## src/rtl/timer_pkg.sv

```systemverilog
// Package timer_pkg
// Shared definitions for the countdown timer chain (tick controller and digit
// counters): the tick-controller state encoding and the clock divider helper.
package timer_pkg;

    // Tick-controller state codes; 5..7 are unused and recover to IDLE.
    typedef enum logic [2:0] {
        ST_IDLE    = 3'd0,
        ST_LOAD    = 3'd1,
        ST_RUN     = 3'd2,
        ST_PAUSE   = 3'd3,
        ST_EXPIRED = 3'd4
    } tick_state_t;

    // Number of clk cycles per tick period.
    function automatic int unsigned calc_div(input int unsigned clk_hz,
                                             input int unsigned hz);
        return clk_hz / hz;
    endfunction

endpackage

```

## src/rtl/btn_conditioner.sv

```systemverilog
// Module btn_conditioner
// Turns a raw asynchronous button level into a single-cycle request pulse:
// 2-FF synchroniser, DEB_CYCLES stable-level debounce, rising-edge detect.
// Only compiled when TIMER_BTN_CONDITION_EN is defined.
// Ports:
//   clk    clock
//   rst    synchronous active-low reset
//   btn_i  raw button level (asynchronous)
//   req_o  one-cycle request on a debounced rising edge
`ifdef TIMER_BTN_CONDITION_EN
module btn_conditioner #(
    parameter int unsigned DEB_CYCLES = 500_000
) (
    input  logic clk,
    input  logic rst,
    input  logic btn_i,
    output logic req_o
);

    localparam int unsigned CW = (DEB_CYCLES > 1) ? $clog2(DEB_CYCLES) : 1;
    localparam logic [CW-1:0] CNT_LAST = CW'(DEB_CYCLES - 1);

    logic          sync1_q, sync2_q;
    logic          deb_q, deb_d;
    logic          deb_prev_q;
    logic [CW-1:0] cnt_q, cnt_d;

    // Debounce: the stable level follows the synchronised level only after it
    // has differed for DEB_CYCLES consecutive samples; any agreement restarts.
    always_comb begin
        deb_d = deb_q;
        cnt_d = cnt_q;
        if (sync2_q == deb_q) begin
            cnt_d = '0;
        end else if (cnt_q == CNT_LAST) begin
            deb_d = sync2_q;
            cnt_d = '0;
        end else begin
            cnt_d = cnt_q + 1'b1;
        end
    end

    // Synchroniser, debounce and edge-detect state registers.
    always_ff @(posedge clk) begin
        if (!rst) begin
            sync1_q    <= 1'b0;
            sync2_q    <= 1'b0;
            deb_q      <= 1'b0;
            deb_prev_q <= 1'b0;
            cnt_q      <= '0;
        end else begin
            sync1_q    <= btn_i;
            sync2_q    <= sync1_q;
            deb_q      <= deb_d;
            deb_prev_q <= deb_q;
            cnt_q      <= cnt_d;
        end
    end

    // Both terms are registers, so the pulse is glitch-free.
    assign req_o = deb_q & ~deb_prev_q;

endmodule
`endif

```

## src/rtl/countdown_tick_ctrl.sv

```systemverilog
// Module countdown_tick_ctrl
// Upstream control of the countdown timer chain: divides clk down to a
// one-cycle decrement tick and sequences load / run / pause / expire.
// Optional macro TIMER_BTN_CONDITION_EN: start_i, pause_i and load_i are raw
// button levels conditioned by btn_conditioner; otherwise they are
// clk-synchronous single-cycle pulses used directly.
// Ports:
//   clk, rst      clock, synchronous active-low reset
//   start_i       start request
//   pause_i       pause/resume toggle request
//   load_i        load-switch-value request
//   time_out_i    one-cycle pulse from the MS digit: count exhausted
//   tick_o        one-cycle decrement tick to the digit chain
//   reconfig_o    digit load enable
//   running_o     high in RUN
//   expired_o     high in EXPIRED
//   state_o       encoded FSM state (debug/LEDs)
module countdown_tick_ctrl
    import timer_pkg::*;
#(
    parameter int unsigned CLK_FREQ    = 50_000_000,
    parameter int unsigned TICK_HZ     = 10,
    parameter int unsigned LOAD_CYCLES = 2
`ifdef TIMER_BTN_CONDITION_EN
,   parameter int unsigned DEB_CYCLES  = 500_000
`endif
) (
    input  logic       clk,
    input  logic       rst,
    input  logic       start_i,
    input  logic       pause_i,
    input  logic       load_i,
    input  logic       time_out_i,
    output logic       tick_o,
    output logic       reconfig_o,
    output logic       running_o,
    output logic       expired_o,
    output logic [2:0] state_o
);

    localparam int unsigned DIV = calc_div(CLK_FREQ, TICK_HZ);
    localparam int unsigned PW  = (DIV > 1) ? $clog2(DIV) : 1;
    localparam int unsigned LW  = (LOAD_CYCLES > 1) ? $clog2(LOAD_CYCLES) : 1;
    localparam logic [PW-1:0] PRESC_LAST = PW'(DIV - 1);
    localparam logic [LW-1:0] LOAD_LAST  = LW'(LOAD_CYCLES - 1);

    logic start_req_s, pause_req_s, load_req_s;

`ifdef TIMER_BTN_CONDITION_EN
    btn_conditioner #(.DEB_CYCLES(DEB_CYCLES)) u_start_cond (
        .clk(clk), .rst(rst), .btn_i(start_i), .req_o(start_req_s));
    btn_conditioner #(.DEB_CYCLES(DEB_CYCLES)) u_pause_cond (
        .clk(clk), .rst(rst), .btn_i(pause_i), .req_o(pause_req_s));
    btn_conditioner #(.DEB_CYCLES(DEB_CYCLES)) u_load_cond (
        .clk(clk), .rst(rst), .btn_i(load_i), .req_o(load_req_s));
`else
    assign start_req_s = start_i;
    assign pause_req_s = pause_i;
    assign load_req_s  = load_i;
`endif

    tick_state_t   state_q, state_d;
    logic [PW-1:0] presc_q, presc_d;
    logic [LW-1:0] load_cnt_q, load_cnt_d;
    logic          tick_q, tick_d;
    logic          reconfig_q, running_q, expired_q;

    // Next-state, prescaler and load-counter logic.
    always_comb begin
        state_d    = state_q;
        presc_d    = presc_q;
        load_cnt_d = load_cnt_q;
        tick_d     = 1'b0;
        case (state_q)
            ST_IDLE: begin
                if (load_req_s) begin
                    state_d    = ST_LOAD;
                    load_cnt_d = '0;
                end else if (start_req_s) begin
                    state_d = ST_RUN;
                    presc_d = '0;
                end else begin
                    state_d = ST_IDLE;
                end
            end
            ST_LOAD: begin
                if (load_cnt_q == LOAD_LAST) begin
                    state_d = ST_IDLE;
                end else begin
                    load_cnt_d = load_cnt_q + 1'b1;
                end
            end
            ST_RUN: begin
                // Expiry suppresses the tick even on a terminal count; pausing
                // freezes the prescaler so resume continues the same period.
                if (time_out_i) begin
                    state_d = ST_EXPIRED;
                end else if (pause_req_s) begin
                    state_d = ST_PAUSE;
                end else if (presc_q == PRESC_LAST) begin
                    presc_d = '0;
                    tick_d  = 1'b1;
                end else begin
                    presc_d = presc_q + 1'b1;
                end
            end
            ST_PAUSE: begin
                if (pause_req_s) begin
                    state_d = ST_RUN;
                end else if (load_req_s) begin
                    state_d    = ST_LOAD;
                    load_cnt_d = '0;
                end else begin
                    state_d = ST_PAUSE;
                end
            end
            ST_EXPIRED: begin
                if (load_req_s) begin
                    state_d    = ST_LOAD;
                    load_cnt_d = '0;
                end else begin
                    state_d = ST_EXPIRED;
                end
            end
            default: begin
                state_d = ST_IDLE;
            end
        endcase
    end

    // State and output registers; flags decode the next state so they align
    // with state_q.
    always_ff @(posedge clk) begin
        if (!rst) begin
            state_q    <= ST_IDLE;
            presc_q    <= '0;
            load_cnt_q <= '0;
            tick_q     <= 1'b0;
            reconfig_q <= 1'b0;
            running_q  <= 1'b0;
            expired_q  <= 1'b0;
        end else begin
            state_q    <= state_d;
            presc_q    <= presc_d;
            load_cnt_q <= load_cnt_d;
            tick_q     <= tick_d;
            reconfig_q <= (state_d == ST_LOAD);
            running_q  <= (state_d == ST_RUN);
            expired_q  <= (state_d == ST_EXPIRED);
        end
    end

    assign tick_o     = tick_q;
    assign reconfig_o = reconfig_q;
    assign running_o  = running_q;
    assign expired_o  = expired_q;
    assign state_o    = state_q;

endmodule
```

## config.mk

```make
export PLATFORM = sky130hd
export DESIGN_NAME = countdown_tick_ctrl
export DESIGN_NICKNAME = d
export VERILOG_FILES = /design/src/rtl/timer_pkg.sv /design/src/rtl/btn_conditioner.sv /design/src/rtl/countdown_tick_ctrl.sv
export SDC_FILE = /design/constraint.sdc
export NUM_CORES = 1
export LEC_CHECK = 0
export ABC_AREA = 1
export BUFFER_PORTS_ARGS = -buffer_cell sky130_fd_sc_hd__buf_2
export CORE_ASPECT_RATIO = 1.4
export CORE_MARGIN = 3
export CORE_UTILIZATION = 30
export CTS_CLUSTER_SIZE = 40
export DETAILED_ROUTE_END_ITERATION = 8
export PLACE_DENSITY = 0.45
export SETUP_SLACK_MARGIN = 0.1
export SLEW_MARGIN = 0
export SYNTH_ARGS = -nofsm -noshare
export SYNTH_HDL_FRONTEND = slang
export SYNTH_SLANG_ARGS = --single-unit
export TNS_END_PERCENT = 100
```

## constraint.sdc

```tcl
create_clock -name clk -period 3.2 [get_ports clk]
set_clock_uncertainty 0.2 [all_clocks]
set_input_delay 0.16 -clock clk [delete_from_list [all_inputs] [get_ports clk]]
set_output_delay 0.16 -clock clk [all_outputs]
set_load 0.02 [all_outputs]
```

==> impl_metrics.yaml, run 1 <==
outcome:
  status: "finished clean"
finish:
  insertedDiodeCount: 0
  finalNetCount: 300
  area_delta_synth_final_pct: 12.3
  fill_cells: 630
  fin_util: 0.351
  drive_gt1_frac: 0.102
cts:
  cts_tree: "done"
  worstSkewPairLatency_ns: 0.28
  cts_made_buffers: 5
  clk_pin_slew_ns: 0.07
  cts.sinks: 31
  postCtsHoldBufs: 2
  root_buffer: "clkbuf_8"
  cts.path.max_buffers: 2
  cts.repair.resized: 0
  htree_levels: 2
  cts_setup_buffers: 0
logic_synthesis:
  syn-num-nets: 284
  synthDistinctLibCells: 26
  yosysWarnings: 0
  ys_async_sr_fraction: 0
  ys_seq_elements: 31
  syn_inst: 277
  avgSynthCellArea_um2: 6.29
  ys.flop_type: "dfxtp_1"
  netlist_area_mm2: 0.00174
  synth_edf_count: 0
  yosysSeqAreaShare: 0.356
sta:
  min_period_over_period: 0.725
  slew_headroom: 0.713
  hold_viol: 0
  fmax_ghz: 0.431
  rsz0062_at_grt: "false"
  setup_viol: 0
  whs_ns: 0.0321
  drv_slew: 0
  layout_setup_ws_ns: 0.879
  setup_tns_ns: 0
  period_needed_ns: 2.32
  tightest_slew_ns: 0.429
detailed_routing:
  vias: 1720
  vias_per_cell: 4.75
  dr.pass1.iters: 4
  drt_iter0_markers: 82
  wl_per_cell_um: 12.2
  wl_mm: 4.43
  drcViolationCount: 0
  ant_nets: 0
grt:
  gr-usage-met2: 0.278
  grt_pass1_wl_mm: 7.76
  globalRouteMet1Util: 0.152
  grt_max_degree: 23
  globalRouteOverflowTotal: 0
  met3_usage: 0.0282
  grt_pass1_vias: 1717
  grtUsageTotal: 0.147
  antenna_found_initial: 0
  grt-busiest-layer: "met2"
critical_path:
  cpMaxStageDelayCell: "nand2_1"
  startpoint_type: "register"
  setup.worst_path.end_class: "register"
  critPathRequiredTime_ns: 3.16
  cp.buffers_inverters: 0
  crit_fanout: 11
  slowest_delay_ns: 0.44
  path_class: "register to register"
  crit_family: "simple AND/OR/NAND/NOR gates"
  cpMostUsedCell: "nand2_1"
  worst_ep_arrival_time_ns: 2.28
  ff2ff_setup_slack_ns: 0.88
  path_cells: "ha_1 > nand2_1 > nor2_4 > nand2_1 > nor2_1 > nand3_1 > nand2_1 > nand2_1 > nand2_1 > nor2_1"
floorplan:
  ios: 13
  die_x_um: 70.4
  die-area_mm2: 0.00677
  rows: 32
  die_h_um: 96.2
  start_util: 0.313
  core_mm2: 0.00557
power:
  combPwrFrac: 0.115
  switching_power_w: 0.000233
  power_w: 0.000807
  seqPwrFrac: 0.499
  clkPwrFrac: 0.386
  peakVddDrop_mv: 0.175
  powerDensity_mw_per_mm2: 413
  p_int_w: 0.000575
  power_leakage_nw: 0.804
  switching_share: 0.288
place:
  port_buffers: 12
  gp_congestion: 0.840
  dp_hpwl_mm: 3.40
  place_ws_ns: 0.854
hold_path:
  hp-class: "input port to register"
job:
  cap_violations: 0
-- power by group through the flow --
stage / Sequential, W / Clock, W / Combinational [W]
after global routing: 0.000405 / 0.000344 / 0.000107
final: 0.000403 / 0.000312 / 0.0000927
after detailed placement: 0.000412 / 0 / 0.0000928
after floorplan: 0.000418 / 0 / 0.0000658
after global placement: 0.000411 / 0 / 0.0000931
after CTS: 0.000403 / 0.000333 / 0.0000949
-- per-stage QoR --
step / instances / instance area, um^2
finish: 362 / 1960
global route: 362 / 1960
CTS: 362 / 1960
detailed placement: 352 / 1850
global placement: 352 / 1850
floorplan: 277 / 1740
-- routing by layer --
layer  up-vias  share of wire
li1        902              -
met1       778           0.42
met2        27           0.52
met3        13          0.028
met4         0          0.031
met5         -              0
-- cell type report --
class	count	area, um^2	share of cell area
clock inverter	3	20.0	0.0102
clock buffer	5	68.8	0.0352
timing repair buffer	15	87.6	0.0448
sequential	31	621	0.317
tap	68	85.1	0.0435
multi-input combinational	198	916	0.468
inverter	42	158	0.0806
-- worst paths after layout --
| path | from | end | depth (start not counted) |
|---|---|---|---|
| setup reg to reg | presc_q[0] | presc_q[3] | 10 |
| setup / recovery | presc_q[0] | presc_q[3] | 10 |
| hold reg to reg | load_cnt_q | load_cnt_q | 2 |
| hold / removal | load_i | expired_o | 4 |
-- layout by cell type, fill, tap and decap left out, drive strengths merged, types with 2 or more instances in the layout --
| cell type | n |
|---|---|
| nand3 | 32 |
| clkinvlp | 2 |
| buf | 13 |
| a21oi | 8 |
| dfxtp | 31 |
| nand2 | 65 |
| xnor2 | 2 |
| xor2 | 5 |
| inv | 42 |
| or2 | 2 |
| clkbuf | 5 |
| dlygate4sd3 | 2 |
| o21ai | 5 |
| nor3 | 2 |
| nand4 | 12 |
| nor2 | 60 |
-- cells by family (layout without fill, tap and decap cells) --
group           after synthesis  after routing  synth area share
simple gates                174            174             0.431
fa+ha+maj                     1              1           0.00718
xor+xnor                      7              7            0.0352
compound gates               16             16            0.0524
flops                        31             31             0.356
buf+inv                      48             65             0.118
-- flip-flops by register name, indices dropped and copies added, names as in the netlist --
name / count
tick_o: 1
expired_o: 1
running_o: 1
reconfig_o: 1
presc_q: 23
load_cnt_q: 1
state_o: 3
-- synth_stat cells (2+ instances only) --
master / instances / area share
a21oi_1: 7 / 0.020
or2_2: 2 / 0.0072
nor3_1: 2 / 0.0057
nor2_1: 56 / 0.12
o21ai_0: 4 / 0.011
nor2_2: 3 / 0.011
xor2_1: 5 / 0.025
dfxtp_1: 31 / 0.36
inv_1: 41 / 0.088
buf_4: 2 / 0.0086
nand4_1: 12 / 0.043
nand2_1: 64 / 0.14
nand3_1: 32 / 0.092
xnor2_1: 2 / 0.010
buf_2: 2 / 0.0057
buf_6: 2 / 0.013
-- tightest hold or removal path, stage by stage --
cell and delay (ns):
buf_2 0.10, inv_1 0.05, nand3_1 0.10, a21oi_1 0.07
Note: power is estimated with default switching activity, not from simulation.
==> inputs of run 2 (changes only) <==
clock period = 2.3 ns   (was 3.2 ns; I/O delays follow)
==> run 2 against run 1 <==
Against the previous run: wire length grew 1.8%; register-to-register slack lost 0.48 ns; worst setup slack lost 0.48 ns; critical path type unchanged; largest power group unchanged.
==> impl_metrics.yaml, run 2 (synthesis results as in run 1) <==
critical_path:
  critPathRequiredTime_ns: 2.27
  worst_ep_arrival_time_ns: 1.87
  path_class: "register to register"
  startpoint_type: "register"
  rr_startpoint: "presc_q[0]"
  crit_start: "presc_q[0]"
  setup.worst_path.end_class: "register"
  crit_fanout: 10
sta:
  setup_tns_ns: 0
  period_needed_ns: 1.90
  min_period_over_period: 0.825
  hold_viol: 0
  drv_slew: 0
  tightest_slew_ns: 0.376
  rsz0062_at_grt: "false"
  slew_headroom: 0.749
  setup_viol: 0
  fmax_ghz: 0.527
power:
  power_leakage_nw: 0.851
  peakVddDrop_mv: 0.367
  powerDensity_mw_per_mm2: 620
  power_w: 0.00126
detailed_routing:
  wl_per_cell_um: 12.3
  ant_nets: 0
  vias_per_cell: 4.74
  vias: 1740
  drcViolationCount: 0
  dr.pass1.iters: 4
  wl_mm: 4.51
  drt_iter0_markers: 45
outcome:
  status: "finished clean"
grt:
  grt_pass1_wl_mm: 7.86
  grtUsageTotal: 0.147
  grt_max_degree: 17
  met3_usage: 0.0282
  antenna_found_initial: 0
  globalRouteOverflowTotal: 0
  grt-busiest-layer: "met2"
  globalRouteMet1Util: 0.161
  grt_pass1_vias: 1739
  gr-usage-met2: 0.273
finish:
  finalNetCount: 305
  insertedDiodeCount: 0
  largest_register: "presc_q"
  drive_gt1_frac: 0.114
  final_common_cell: "nand2_1"
  fin_util: 0.365
  design_area_mm2: 0.00203
  largest_reg_flops: 23
  area_delta_synth_final_pct: 16.5
  stdcell_count: 367
  layout_common_cells: "nand2_1 (63), nor2_1 (56), inv_1 (41), nand3_1 (32), dfxtp_1 (31)"
  fill_cells: 612
cts:
  clk_pin_slew_ns: 0.07
  cts.sinks: 31
  htree_levels: 2
  cts.path.max_buffers: 2
  root_buffer: "clkbuf_8"
  cts_made_buffers: 5
  worstSkewPairLatency_ns: 0.28
  cts_tree: "done"
place:
  port_buffers: 12
  placed_cell_area_mm2: 0.00187
  placed_cells: 355
  dp_hpwl_mm: 3.45
  gp_congestion: 0.795
floorplan:
  die_x_um: 70.4
  core_mm2: 0.00557
  rows: 32
  ios: 13
  start_util: 0.313
  die-area_mm2: 0.00677
  die_h_um: 96.2
job:
  cap_violations: 0
hold_path:
  hp-class: "input port to register"
  min_from: "rst"
-- run 2: cell count changes in the layout (fill, tap and decap cells not counted), sizes merged --
cell         delta
bufinv          +1
clkinvlp        -2
dlygate4sd3     +2
clkbuf          +1
buf             +3
-- run 2: stage by stage --
step / setup WS (ns) / hold WS [ns]
after CTS: 0.241 / 0.0369
final: 0.403 / 0.0416
after floorplan: 0.610 / 0.0316
after detailed placement: 0.259 / 0.211
after global placement: 0.322 / 0.215
after global routing: 0.163 / 0.0655
-- run 2: worst paths after layout --
check | slack (ns) | to | depth (start not counted)
worst max register to register | 0.40 | presc_q[15] | 11
worst max-delay path | 0.40 | presc_q[15] | 11
worst min register to register | 0.28 | load_cnt_q | 2
worst min-delay path | 0.04 | presc_q[9] | 3
-- run 2: area by class of cell --
type | count | area [um^2] | area share
Clock buffer | 6 | 82.6 | 0.0407
Clock inverter | 2 | 35.0 | 0.0173
Inverter | 42 | 158 | 0.0777
Multi-Input combinational cell | 198 | 918 | 0.453
Sequential cell | 31 | 621 | 0.306
Tap cell | 68 | 85.1 | 0.0419
Timing Repair Buffer | 20 | 130 | 0.0641
-- run 2: metal layers --
| metal | vias to the layer above | share of wire | wire, um |
|---|---|---|---|
| met5 | - | 0 | 0 |
| met1 | 786 | 0.42 | 1900 |
| met2 | 29 | 0.52 | 2320 |
| met4 | 0 | 0.034 | 155 |
| met3 | 14 | 0.029 | 132 |
| li1 | 911 | - | - |
-- run 2: where the power goes --
| group | switching (W) | total, W | leakage, nW | internal [W] |
|---|---|---|---|---|
| logic | 0.0000923 | 0.000138 | 0.539 | 0.0000459 |
| clock network | 0.000209 | 0.000559 | 0.0612 | 0.000350 |
| registers | 0.0000111 | 0.000562 | 0.251 | 0.000550 |
| total | 0.000312 | 0.00126 | 0.851 | 0.000947 |
-- run 2: what timing repair did --
action | CTS | global route
endpoints found under the setup margin | 0 | 11
hold buffers | 4 | 0
buffers inserted | 0 | 0
resized for setup | 0 | 1
endpoints found under the hold margin | 3 | 0
-- run 2: worst max-delay path, cell delays in order (launching register included) --
cell	delay [ns]
dfxtp_1	0.36
ha_1	0.22
nand2_1	0.12
nor2_4	0.14
nand2_1	0.09
nor2_1	0.09
nand3_1	0.11
nand2_1	0.08
nand2_1	0.07
buf_4	0.19
nand3_1	0.08
nor2_1	0.04
